--- src/rtl/ux607_gnrl_wishb8toicb32_pkg.sv ---
// ux607_gnrl_wishb8toicb32_pkg: shared width, state type and byte-lane helper for the WB8-to-ICB32 bridge
package ux607_gnrl_wishb8toicb32_pkg;
  localparam int AW = 32;
  typedef enum logic [1:0] {IDLE, CMD, RSP, TERM} state_e;
  function automatic logic [7:0] lane_sel(input logic [31:0] d, input logic [1:0] o);
    return d[{o, 3'b000} +: 8];
  endfunction
endpackage

--- src/rtl/ux607_gnrl_wishb8toicb32_if.sv ---
// ux607_gnrl_wishb8toicb32_if: Wishbone 8-bit slave side plus ICB 32-bit initiator side of the bridge
interface ux607_gnrl_wishb8toicb32_if #(parameter int AW = 32);
  logic [AW-1:0] wb_adr;
  logic [7:0]    wb_dat_w;
  logic [7:0]    wb_dat_r;
  logic          wb_we;
  logic          wb_stb;
  logic          wb_cyc;
  logic          wb_ack;
  logic          wb_err;
  logic          o_icb_cmd_valid;
  logic          o_icb_cmd_ready;
  logic          o_icb_cmd_read;
  logic [AW-1:0] o_icb_cmd_addr;
  logic [31:0]   o_icb_cmd_wdata;
  logic [3:0]    o_icb_cmd_wmask;
  logic [1:0]    o_icb_cmd_size;
  logic          o_icb_rsp_valid;
  logic          o_icb_rsp_ready;
  logic          o_icb_rsp_err;
  logic [31:0]   o_icb_rsp_rdata;
  modport slave (
    input  wb_adr, wb_dat_w, wb_we, wb_stb, wb_cyc,
    output wb_dat_r, wb_ack, wb_err,
    output o_icb_cmd_valid, o_icb_cmd_read, o_icb_cmd_addr, o_icb_cmd_wdata, o_icb_cmd_wmask, o_icb_cmd_size,
    input  o_icb_cmd_ready,
    input  o_icb_rsp_valid, o_icb_rsp_err, o_icb_rsp_rdata,
    output o_icb_rsp_ready
  );
  modport master (
    output wb_adr, wb_dat_w, wb_we, wb_stb, wb_cyc,
    input  wb_dat_r, wb_ack, wb_err,
    input  o_icb_cmd_valid, o_icb_cmd_read, o_icb_cmd_addr, o_icb_cmd_wdata, o_icb_cmd_wmask, o_icb_cmd_size,
    output o_icb_cmd_ready,
    output o_icb_rsp_valid, o_icb_rsp_err, o_icb_rsp_rdata,
    input  o_icb_rsp_ready
  );
endinterface

--- src/rtl/ux607_gnrl_wishb8toicb32.sv ---
// ux607_gnrl_wishb8toicb32: one WB8 access becomes one byte ICB32 transaction, WB terminated after the ICB response
module ux607_gnrl_wishb8toicb32
  import ux607_gnrl_wishb8toicb32_pkg::*;
(
  input logic clk,
  input logic rst_n,
  ux607_gnrl_wishb8toicb32_if.slave bus
);
  state_e        state_q, state_d;
  logic [AW-1:0] adr_q, adr_d;
  logic          we_q, we_d;
  logic [7:0]    dat_q, dat_d;
  logic [7:0]    dat_r_q, dat_r_d;
  logic          abort_q, abort_d;
  logic          ack_q, ack_d;
  logic          werr_q, werr_d;
  logic          take, done;
  always_comb begin
    take    = state_q == IDLE && bus.wb_cyc && bus.wb_stb;
    done    = state_q == RSP && bus.o_icb_rsp_valid;
    state_d = state_q == IDLE ? (take ? CMD : IDLE)
            : state_q == CMD  ? (bus.o_icb_cmd_ready ? RSP : CMD)
            : state_q == RSP  ? (bus.o_icb_rsp_valid ? TERM : RSP)
            : IDLE;
    adr_d   = take ? bus.wb_adr : adr_q;
    we_d    = take ? bus.wb_we : we_q;
    dat_d   = take ? bus.wb_dat_w : dat_q;
    abort_d = state_q == IDLE ? 1'b0 : abort_q | ~bus.wb_cyc;
    ack_d   = done && !bus.o_icb_rsp_err && !abort_d;
    werr_d  = done && bus.o_icb_rsp_err && !abort_d;
    dat_r_d = !done ? dat_r_q : (we_q || bus.o_icb_rsp_err) ? 8'h00 : lane_sel(bus.o_icb_rsp_rdata, adr_q[1:0]);
  end
  always_ff @(posedge clk or negedge rst_n) begin
    if (!rst_n) begin
      state_q <= IDLE;
      adr_q   <= '0;
      we_q    <= 1'b0;
      dat_q   <= 8'h00;
      dat_r_q <= 8'h00;
      abort_q <= 1'b0;
      ack_q   <= 1'b0;
      werr_q  <= 1'b0;
    end else begin
      state_q <= state_d;
      adr_q   <= adr_d;
      we_q    <= we_d;
      dat_q   <= dat_d;
      dat_r_q <= dat_r_d;
      abort_q <= abort_d;
      ack_q   <= ack_d;
      werr_q  <= werr_d;
    end
  end
  assign bus.o_icb_cmd_valid = state_q == CMD;
  assign bus.o_icb_cmd_read  = ~we_q;
  assign bus.o_icb_cmd_addr  = adr_q;
  assign bus.o_icb_cmd_wdata = {4{dat_q}};
  assign bus.o_icb_cmd_wmask = we_q ? 4'b0001 << adr_q[1:0] : 4'b0000;
  assign bus.o_icb_cmd_size  = 2'b00;
  assign bus.o_icb_rsp_ready = state_q == RSP;
  assign bus.wb_ack          = ack_q;
  assign bus.wb_err          = werr_q;
  assign bus.wb_dat_r        = dat_r_q;
endmodule

--- src/flat_wrapper.sv ---
// flat-port wrapper written by rule: the top's interface ports become plain ports
module ux607_gnrl_wishb8toicb32_flat import ux607_gnrl_wishb8toicb32_pkg::*;
  (clk, rst_n, bus_wb_adr, bus_wb_dat_w, bus_wb_we, bus_wb_stb, bus_wb_cyc, bus_wb_dat_r, bus_wb_ack, bus_wb_err, bus_o_icb_cmd_valid, bus_o_icb_cmd_read, bus_o_icb_cmd_addr, bus_o_icb_cmd_wdata, bus_o_icb_cmd_wmask, bus_o_icb_cmd_size, bus_o_icb_cmd_ready, bus_o_icb_rsp_valid, bus_o_icb_rsp_err, bus_o_icb_rsp_rdata, bus_o_icb_rsp_ready);
  ux607_gnrl_wishb8toicb32_if bus_i ();
  input logic clk;
  input logic rst_n;
  input wire logic [$bits(bus_i.wb_adr)-1:0] bus_wb_adr;
  input wire logic [$bits(bus_i.wb_dat_w)-1:0] bus_wb_dat_w;
  input wire logic [$bits(bus_i.wb_we)-1:0] bus_wb_we;
  input wire logic [$bits(bus_i.wb_stb)-1:0] bus_wb_stb;
  input wire logic [$bits(bus_i.wb_cyc)-1:0] bus_wb_cyc;
  output wire logic [$bits(bus_i.wb_dat_r)-1:0] bus_wb_dat_r;
  output wire logic [$bits(bus_i.wb_ack)-1:0] bus_wb_ack;
  output wire logic [$bits(bus_i.wb_err)-1:0] bus_wb_err;
  output wire logic [$bits(bus_i.o_icb_cmd_valid)-1:0] bus_o_icb_cmd_valid;
  output wire logic [$bits(bus_i.o_icb_cmd_read)-1:0] bus_o_icb_cmd_read;
  output wire logic [$bits(bus_i.o_icb_cmd_addr)-1:0] bus_o_icb_cmd_addr;
  output wire logic [$bits(bus_i.o_icb_cmd_wdata)-1:0] bus_o_icb_cmd_wdata;
  output wire logic [$bits(bus_i.o_icb_cmd_wmask)-1:0] bus_o_icb_cmd_wmask;
  output wire logic [$bits(bus_i.o_icb_cmd_size)-1:0] bus_o_icb_cmd_size;
  input wire logic [$bits(bus_i.o_icb_cmd_ready)-1:0] bus_o_icb_cmd_ready;
  input wire logic [$bits(bus_i.o_icb_rsp_valid)-1:0] bus_o_icb_rsp_valid;
  input wire logic [$bits(bus_i.o_icb_rsp_err)-1:0] bus_o_icb_rsp_err;
  input wire logic [$bits(bus_i.o_icb_rsp_rdata)-1:0] bus_o_icb_rsp_rdata;
  output wire logic [$bits(bus_i.o_icb_rsp_ready)-1:0] bus_o_icb_rsp_ready;
  assign bus_i.wb_adr = bus_wb_adr;
  assign bus_i.wb_dat_w = bus_wb_dat_w;
  assign bus_i.wb_we = bus_wb_we;
  assign bus_i.wb_stb = bus_wb_stb;
  assign bus_i.wb_cyc = bus_wb_cyc;
  assign bus_wb_dat_r = bus_i.wb_dat_r;
  assign bus_wb_ack = bus_i.wb_ack;
  assign bus_wb_err = bus_i.wb_err;
  assign bus_o_icb_cmd_valid = bus_i.o_icb_cmd_valid;
  assign bus_o_icb_cmd_read = bus_i.o_icb_cmd_read;
  assign bus_o_icb_cmd_addr = bus_i.o_icb_cmd_addr;
  assign bus_o_icb_cmd_wdata = bus_i.o_icb_cmd_wdata;
  assign bus_o_icb_cmd_wmask = bus_i.o_icb_cmd_wmask;
  assign bus_o_icb_cmd_size = bus_i.o_icb_cmd_size;
  assign bus_i.o_icb_cmd_ready = bus_o_icb_cmd_ready;
  assign bus_i.o_icb_rsp_valid = bus_o_icb_rsp_valid;
  assign bus_i.o_icb_rsp_err = bus_o_icb_rsp_err;
  assign bus_i.o_icb_rsp_rdata = bus_o_icb_rsp_rdata;
  assign bus_o_icb_rsp_ready = bus_i.o_icb_rsp_ready;
  ux607_gnrl_wishb8toicb32 u_core (.clk(clk), .rst_n(rst_n), .bus(bus_i));
endmodule
--- config.mk ---
export PLATFORM = sky130hd
export DESIGN_NAME = ux607_gnrl_wishb8toicb32_flat
export DESIGN_NICKNAME = d
export VERILOG_FILES = /design/src/rtl/ux607_gnrl_wishb8toicb32_pkg.sv /design/src/rtl/ux607_gnrl_wishb8toicb32_if.sv /design/src/rtl/ux607_gnrl_wishb8toicb32.sv /design/src/flat_wrapper.sv
export SDC_FILE = /design/constraint.sdc
export NUM_CORES = 1
export LEC_CHECK = 0
export CAP_MARGIN = 10
export CORE_MARGIN = 4
export CORE_UTILIZATION = 39
export DETAILED_ROUTE_END_ITERATION = 8
export PLACE_DENSITY = 0.92
export SETUP_SLACK_MARGIN = 0.5
export SLEW_MARGIN = 0
export SYNTH_ARGS = -nofsm -noshare
export SYNTH_HDL_FRONTEND = slang
export SYNTH_SLANG_ARGS = --single-unit
--- constraint.sdc ---
create_clock -name clk -period 3.5 [get_ports clk]
set_input_delay 0.35 -clock clk [delete_from_list [all_inputs] [get_ports clk]]
set_output_delay 0.35 -clock clk [all_outputs]
set_load 0.02 [all_outputs]
Yosys cells after proc, flatten, opt, wreduce, memory -nomap -nowiden. Index checks and enable logic that the tools add are counted.

Eq/ne operators: 2. Shift-type cells: 2. Mux-type cells: 9. Bitwise gates (word level): 3. Reductions and logical operators: 11.

Operators with widths (count): $shiftx A32 B6 Y8 (1); $mux W2 (4); $mux W8 (1); $logic_and A1 B1 Y1 (7); $mux W4 (1); $shl A1 B2 Y4 const A (1); $mux W1 (3); $eq A2 B1 Y1 const B (1); $eq A2 B2 Y1 const B (1); $logic_not A1 Y1 (2); $logic_not A2 Y1 (1); $not A1 Y1 (2); $logic_or A1 B1 Y1 (1); $or A1 B1 Y1 (1).

Register bits: 54. Input port bits: 80.

Logic depth before layout (Yosys ltp).
Word-level depth: 5. Depth in mapped cells: 5. Mapped depth without buffers: 3.

Least setup slack after synthesis. Ideal clock, no wire load.

Path type: reg2out. Start: register u_core.adr_q[1] (netlist: u_core.bus.o_icb_cmd_addr[1]). End: output port bus_o_icb_cmd_wmask[0]. Data arrival time: 1.227 ns. Required time: 3.150 ns. Path slack: 1.923 ns. Cell stages (with the launch flop): 3. Buffers on the path: 1. Path through: dfrtp_1 > buf_1 > nor3_1.

Longest elaborated chain between the ends: 2.

RTL lines: start, declared (RTL line ux607_gnrl_wishb8toicb32.sv:10) `logic [AW-1:0] adr_q, adr_d;`; start signal, assigned (RTL line ux607_gnrl_wishb8toicb32.sv:45) `adr_q <= adr_d;`; $shl A1 B2 Y4 (RTL line ux607_gnrl_wishb8toicb32.sv:58) `assign bus.o_icb_cmd_wmask = we_q ? 4'b0001 << adr_q[1:0] : 4'b0000;`; $mux W4 (RTL line ux607_gnrl_wishb8toicb32.sv:58); end, declared (RTL line flat_wrapper.sv:19) `output wire logic [$bits(bus_i.o_icb_cmd_wmask)-1:0] bus_o_icb_cmd_wmask;`.

Every way passes these cells.

Worst setup path in the final report.
Start: register u_core.adr_q[0] (netlist: u_core.bus.o_icb_cmd_addr[0]). End: output port bus_o_icb_cmd_wmask[3].

The elaborated chain is that of the path after synthesis.

==> run_results.csv <==
group,metric,value,unit
critical_path,crit_path_cell_trace,"and3_2 > clkdlybuf4s50_1",
critical_path,worst_r2r_path_depth,3,
sta,period_needed,2.28,ns
clock_tree,clock_tree.htree_level_count,2,
sta,timing.final.setup_violations,0,
sta,achievable-frequency,0.438,GHz
power,part_of_the_power_in_registers,30.7,%
finish,stdcell_area,4090,um^2
clock_tree,clock_tree_from_tritoncts,"yes",
critical_path,path_class,"reg -> out",
die,die_height,88.0,um
clock_tree,cts.reportedPaths.clkPinSlew,0.10,ns
route,detail-route-antenna-nets,0,
route,detail_route.vias_per_cell,4.81,
clock_tree,post_cts_resize_count,0,
global_routing,grt_first_pass_wirelength,9.49,mm
place,io_buffers,160,
global_routing,grt_util_all_layers,16.0,%
run_status,run_status,"finished clean",
synth,yosys_register_bits,54,
power,power.clock.fraction,13.1,%
power,power.internal,2400,uW
die,placeableCoreArea,6060,um^2
finish,post_route_cells_drive_above_1_share,19.5,%
place,gp_routability_congestion,0.704,
finish,antennaDiodeCount,0,
sta,rsz_0062_raised_after_global_routing,"false",
critical_path,cp-startpoint,"u_core.bus.o_icb_cmd_addr[0]",
global_routing,grt_remaining_overflow,0,
die,die_outline_area,7750,um^2
synth,mappedNetlistArea,2500,um^2
synth,area_share_of_and_or_nand_nor_cells_after_synthesis,3.46,%
finish,finalNetCount,381,
sta,finalCritPeriodShare,65.2,%
power,combPwrFrac,56.1,%
sta,slew_headroom,30.4,%
critical_path,slowest_delay,0.73,ns
sta,finalWorstSetupSlack,1.22,ns
critical_path,worst_setup_path_endpoint,"bus_o_icb_cmd_wmask[3]",
finish,fill_cells,436,
clock_tree,cts.root.buffer_cell,"sky130_fd_sc_hd__clkbuf_8",
clock_tree,cts.hold.buffers_added,0,
job,cap_viol_max_count,0,
route,firstDrtPassIters,2,
route,routed_wire_length_per_instance,16.3,um
global_routing,grt_antenna_before_repair,0,
power,sw_frac_of_total,36.6,%
power,peakVddDrop,0.000644,V
clock_tree,worst_skew_pair.late_latency,0.30,ns
place,place.detailed.instances,368,
synth,syn_inst,166,
synth,synth.yosys.seq_area_share,54.1,%
clock_tree,cts_made_buffers,5,
global_routing,largest_net_degree_at_the_start_of_global_routing,55,
die,initial_core_util,41.2,%
synth,synth_compound_gate_area_share,3.71,%
critical_path,worst-path-max-fanout,14,
finish,area.growth.synth_to_final,63.5,%
sta,finalSetupTns,0,ns
place,post_dp_cell_area,3920,um^2
route,drcViolationCount,0,
critical_path,worst_r2r_startpoint,"u_core.state_q[0]",
clock_tree,max-clock-path-buffers,2,
sta,count_of_endpoints_failing_hold_in_the_final_timing_report,0,
die,die_w,88.0,um
place,detailedPlace.worstSlack,1.12,ns
global_routing,via_count_of_the_first_global_routing_pass,2050,
worst_hold_path,min_path_type,"in -> async",
power,power.leakage,0.00169,uW
critical_path,cpMaxStageDelayCell,"sky130_fd_sc_hd__dfrtp_1",
clock_tree,clock_sinks,54,
route,final_routed_wirelength,6.14,mm
clock_tree,cts_post_setup_buffers_inserted,0,
sta,worst_hold_slack,0.0338,ns
route,drtIter0Drc,51,
critical_path,capturing_element_type_of_the_critical_path,"output pin",
power,powerDensity,928,nW/um^2
synth,synthDistinctLibCells,25,
synth,yosys.area_share.xor_xnor,0,%
sta,report.final.slew_viol_count,0,
critical_path,start_kind,"register",
power,net-switching-power,1390,uW
synth,netlist.area_leader.share,54.1,%
synth,main_combinational_cell_family_by_area_after_synthesis,"multiplexers",
die,pin_count,163,
synth,ys_top_cells_by_area,"sky130_fd_sc_hd__dfrtp_1, sky130_fd_sc_hd__mux2_2, sky130_fd_sc_hd__buf_4, sky130_fd_sc_hd__mux2_4, sky130_fd_sc_hd__mux4_2",
synth,ys_warn_count,0,
route,vias,1815,
synth,syn-mean-instance-area,15.1,um^2
synth,netlist.top_cell.by_area,"sky130_fd_sc_hd__dfrtp_1",
place,place_hpwl,4.73,mm
critical_path,required_time_at_the_endpoint_of_the_critical_path,3.15,ns
critical_path,worstPathArrival,1.93,ns
synth,synth_fa_ha_area_share,0,%
finish,number_of_standard_cells_in_the_layout_taps_in_and_fillers_out,377,
die,core.rowCount,28,
sta,skew,0.0116,ns
synth,yosys-mux-area-fraction,27.3,%
critical_path,r2r_end,"u_core.bus.o_icb_cmd_addr[9]",
sta,worst_slew_pin_slew,1.04,ns
critical_path,ff2ff_setup_slack,1.47,ns
-- per-layer routing --
metal  vias to the layer above  track usage [%]  routed length, um
met1                       866             19.1               2300
li1                        832                -                  -
met5                         -                0                  0
met4                         0             4.26                 85
met2                       109             27.3               3070
met3                         8             6.30                693
-- cell usage after synthesis --
library cell and instances:
sky130_fd_sc_hd__clkbuf_1 1, sky130_fd_sc_hd__mux2_2 33, sky130_fd_sc_hd__inv_1 3, sky130_fd_sc_hd__nand3b_1 1
sky130_fd_sc_hd__nor4bb_1 1, sky130_fd_sc_hd__nor3_1 1, sky130_fd_sc_hd__and3_2 1, sky130_fd_sc_hd__nor2b_1 2
sky130_fd_sc_hd__nor2_1 3, sky130_fd_sc_hd__mux2_4 8, sky130_fd_sc_hd__dfrtp_1 54, sky130_fd_sc_hd__buf_1 1
sky130_fd_sc_hd__buf_6 6, sky130_fd_sc_hd__conb_1 1, sky130_fd_sc_hd__buf_4 26, sky130_fd_sc_hd__mux4_2 5
sky130_fd_sc_hd__a21oi_1 1, sky130_fd_sc_hd__and3_1 1, sky130_fd_sc_hd__nor4b_1 1, sky130_fd_sc_hd__nor3_2 1
sky130_fd_sc_hd__a221o_1 1, sky130_fd_sc_hd__mux4_1 3, sky130_fd_sc_hd__nand2_1 2, sky130_fd_sc_hd__a21o_1 1
sky130_fd_sc_hd__a22o_1 8
-- stage by stage --
| stage | utilization (%) | total power [uW] |
|---|---|---|
| 2_1_floorplan | - | 2440 |
| 3_3_place_gp | 64.7 | 3280 |
| 3_5_place_dp | 64.7 | 3330 |
| 4_1_cts | 67.1 | 3840 |
| 5_1_grt | 67.4 | 4000 |
| 6_report | 67.4 | 3790 |
-- area by class of cell --
class / count / area (um^2) / area share [%]
repair buffers: 161 / 1620 / 39.6
flip-flops and latches: 54 / 1350 / 33.1
multi-input cells: 76 / 871 / 21.3
well taps: 75 / 93.8 / 2.30
clock buffers: 6 / 82.6 / 2.02
clock inverters: 2 / 60.1 / 1.47
inverters: 3 / 11.3 / 0.276
-- critical path, delay by kind of cell (launching register included) --
family        cells  cell delay (ns)
simple gates      1             0.29
buf+inv           1             0.61
flops             1             0.73
-- cells in the final DEF, fill, tap and decap left out, types with 2 or more instances in the layout --
cell type / count
sky130_fd_sc_hd__clkdlybuf4s50_1: 159
sky130_fd_sc_hd__dfrtp_1: 54
sky130_fd_sc_hd__mux2_2: 33
sky130_fd_sc_hd__mux2_4: 8
sky130_fd_sc_hd__a22o_1: 8
sky130_fd_sc_hd__clkbuf_8: 6
sky130_fd_sc_hd__mux4_2: 5
sky130_fd_sc_hd__inv_1: 3
sky130_fd_sc_hd__nor2_1: 3
sky130_fd_sc_hd__mux4_1: 3
sky130_fd_sc_hd__nor2b_1: 2
sky130_fd_sc_hd__and3_2: 2
sky130_fd_sc_hd__nand2_1: 2
sky130_fd_sc_hd__conb_1: 2
sky130_fd_sc_hd__bufinv_16: 2
-- sequential cells by signal (all words and copies together) (netlist names) --
signal and flops:
u_core.abort_q 1, u_core.bus.wb_dat_r 8, u_core.bus.wb_err 1, u_core.we_q 1, u_core.bus.wb_ack 1, u_core.bus.o_icb_cmd_addr 32
u_core.dat_q 8, u_core.state_q 2
-- worst min path at each step --
stage	startpoint	endpoint	slack (ns)	depth (start not counted)
after global placement	u_core.abort_q	u_core.bus.wb_err	0.45	1
final	rst_n	u_core.bus.o_icb_cmd_addr[15]	0.03	1
after floorplan	rst_n	u_core.abort_q	0.05	0
after detailed placement	u_core.abort_q	u_core.bus.wb_err	0.46	1
after CTS	rst_n	u_core.bus.o_icb_cmd_addr[15]	0.32	1
after global routing	rst_n	u_core.bus.o_icb_cmd_addr[15]	0.07	1
-- power groups by stage --
stage / Sequential, uW / Clock (uW) / Combinational [uW]
CTS: 1170 / 515 / 2160
detailed placement: 1180 / 0 / 2150
global placement: 1170 / 0 / 2110
global route: 1220 / 539 / 2240
floorplan: 1450 / 0 / 990
finish: 1160 / 499 / 2130
-- cells by family after synthesis --
logic type	count (synthesis)
AOI/OAI and AO/OA	11
buffers and inverters	37
DFF	54
muxes	49
and+or+nand+nor	14
other	1
(Power assumes the default switching activity.)
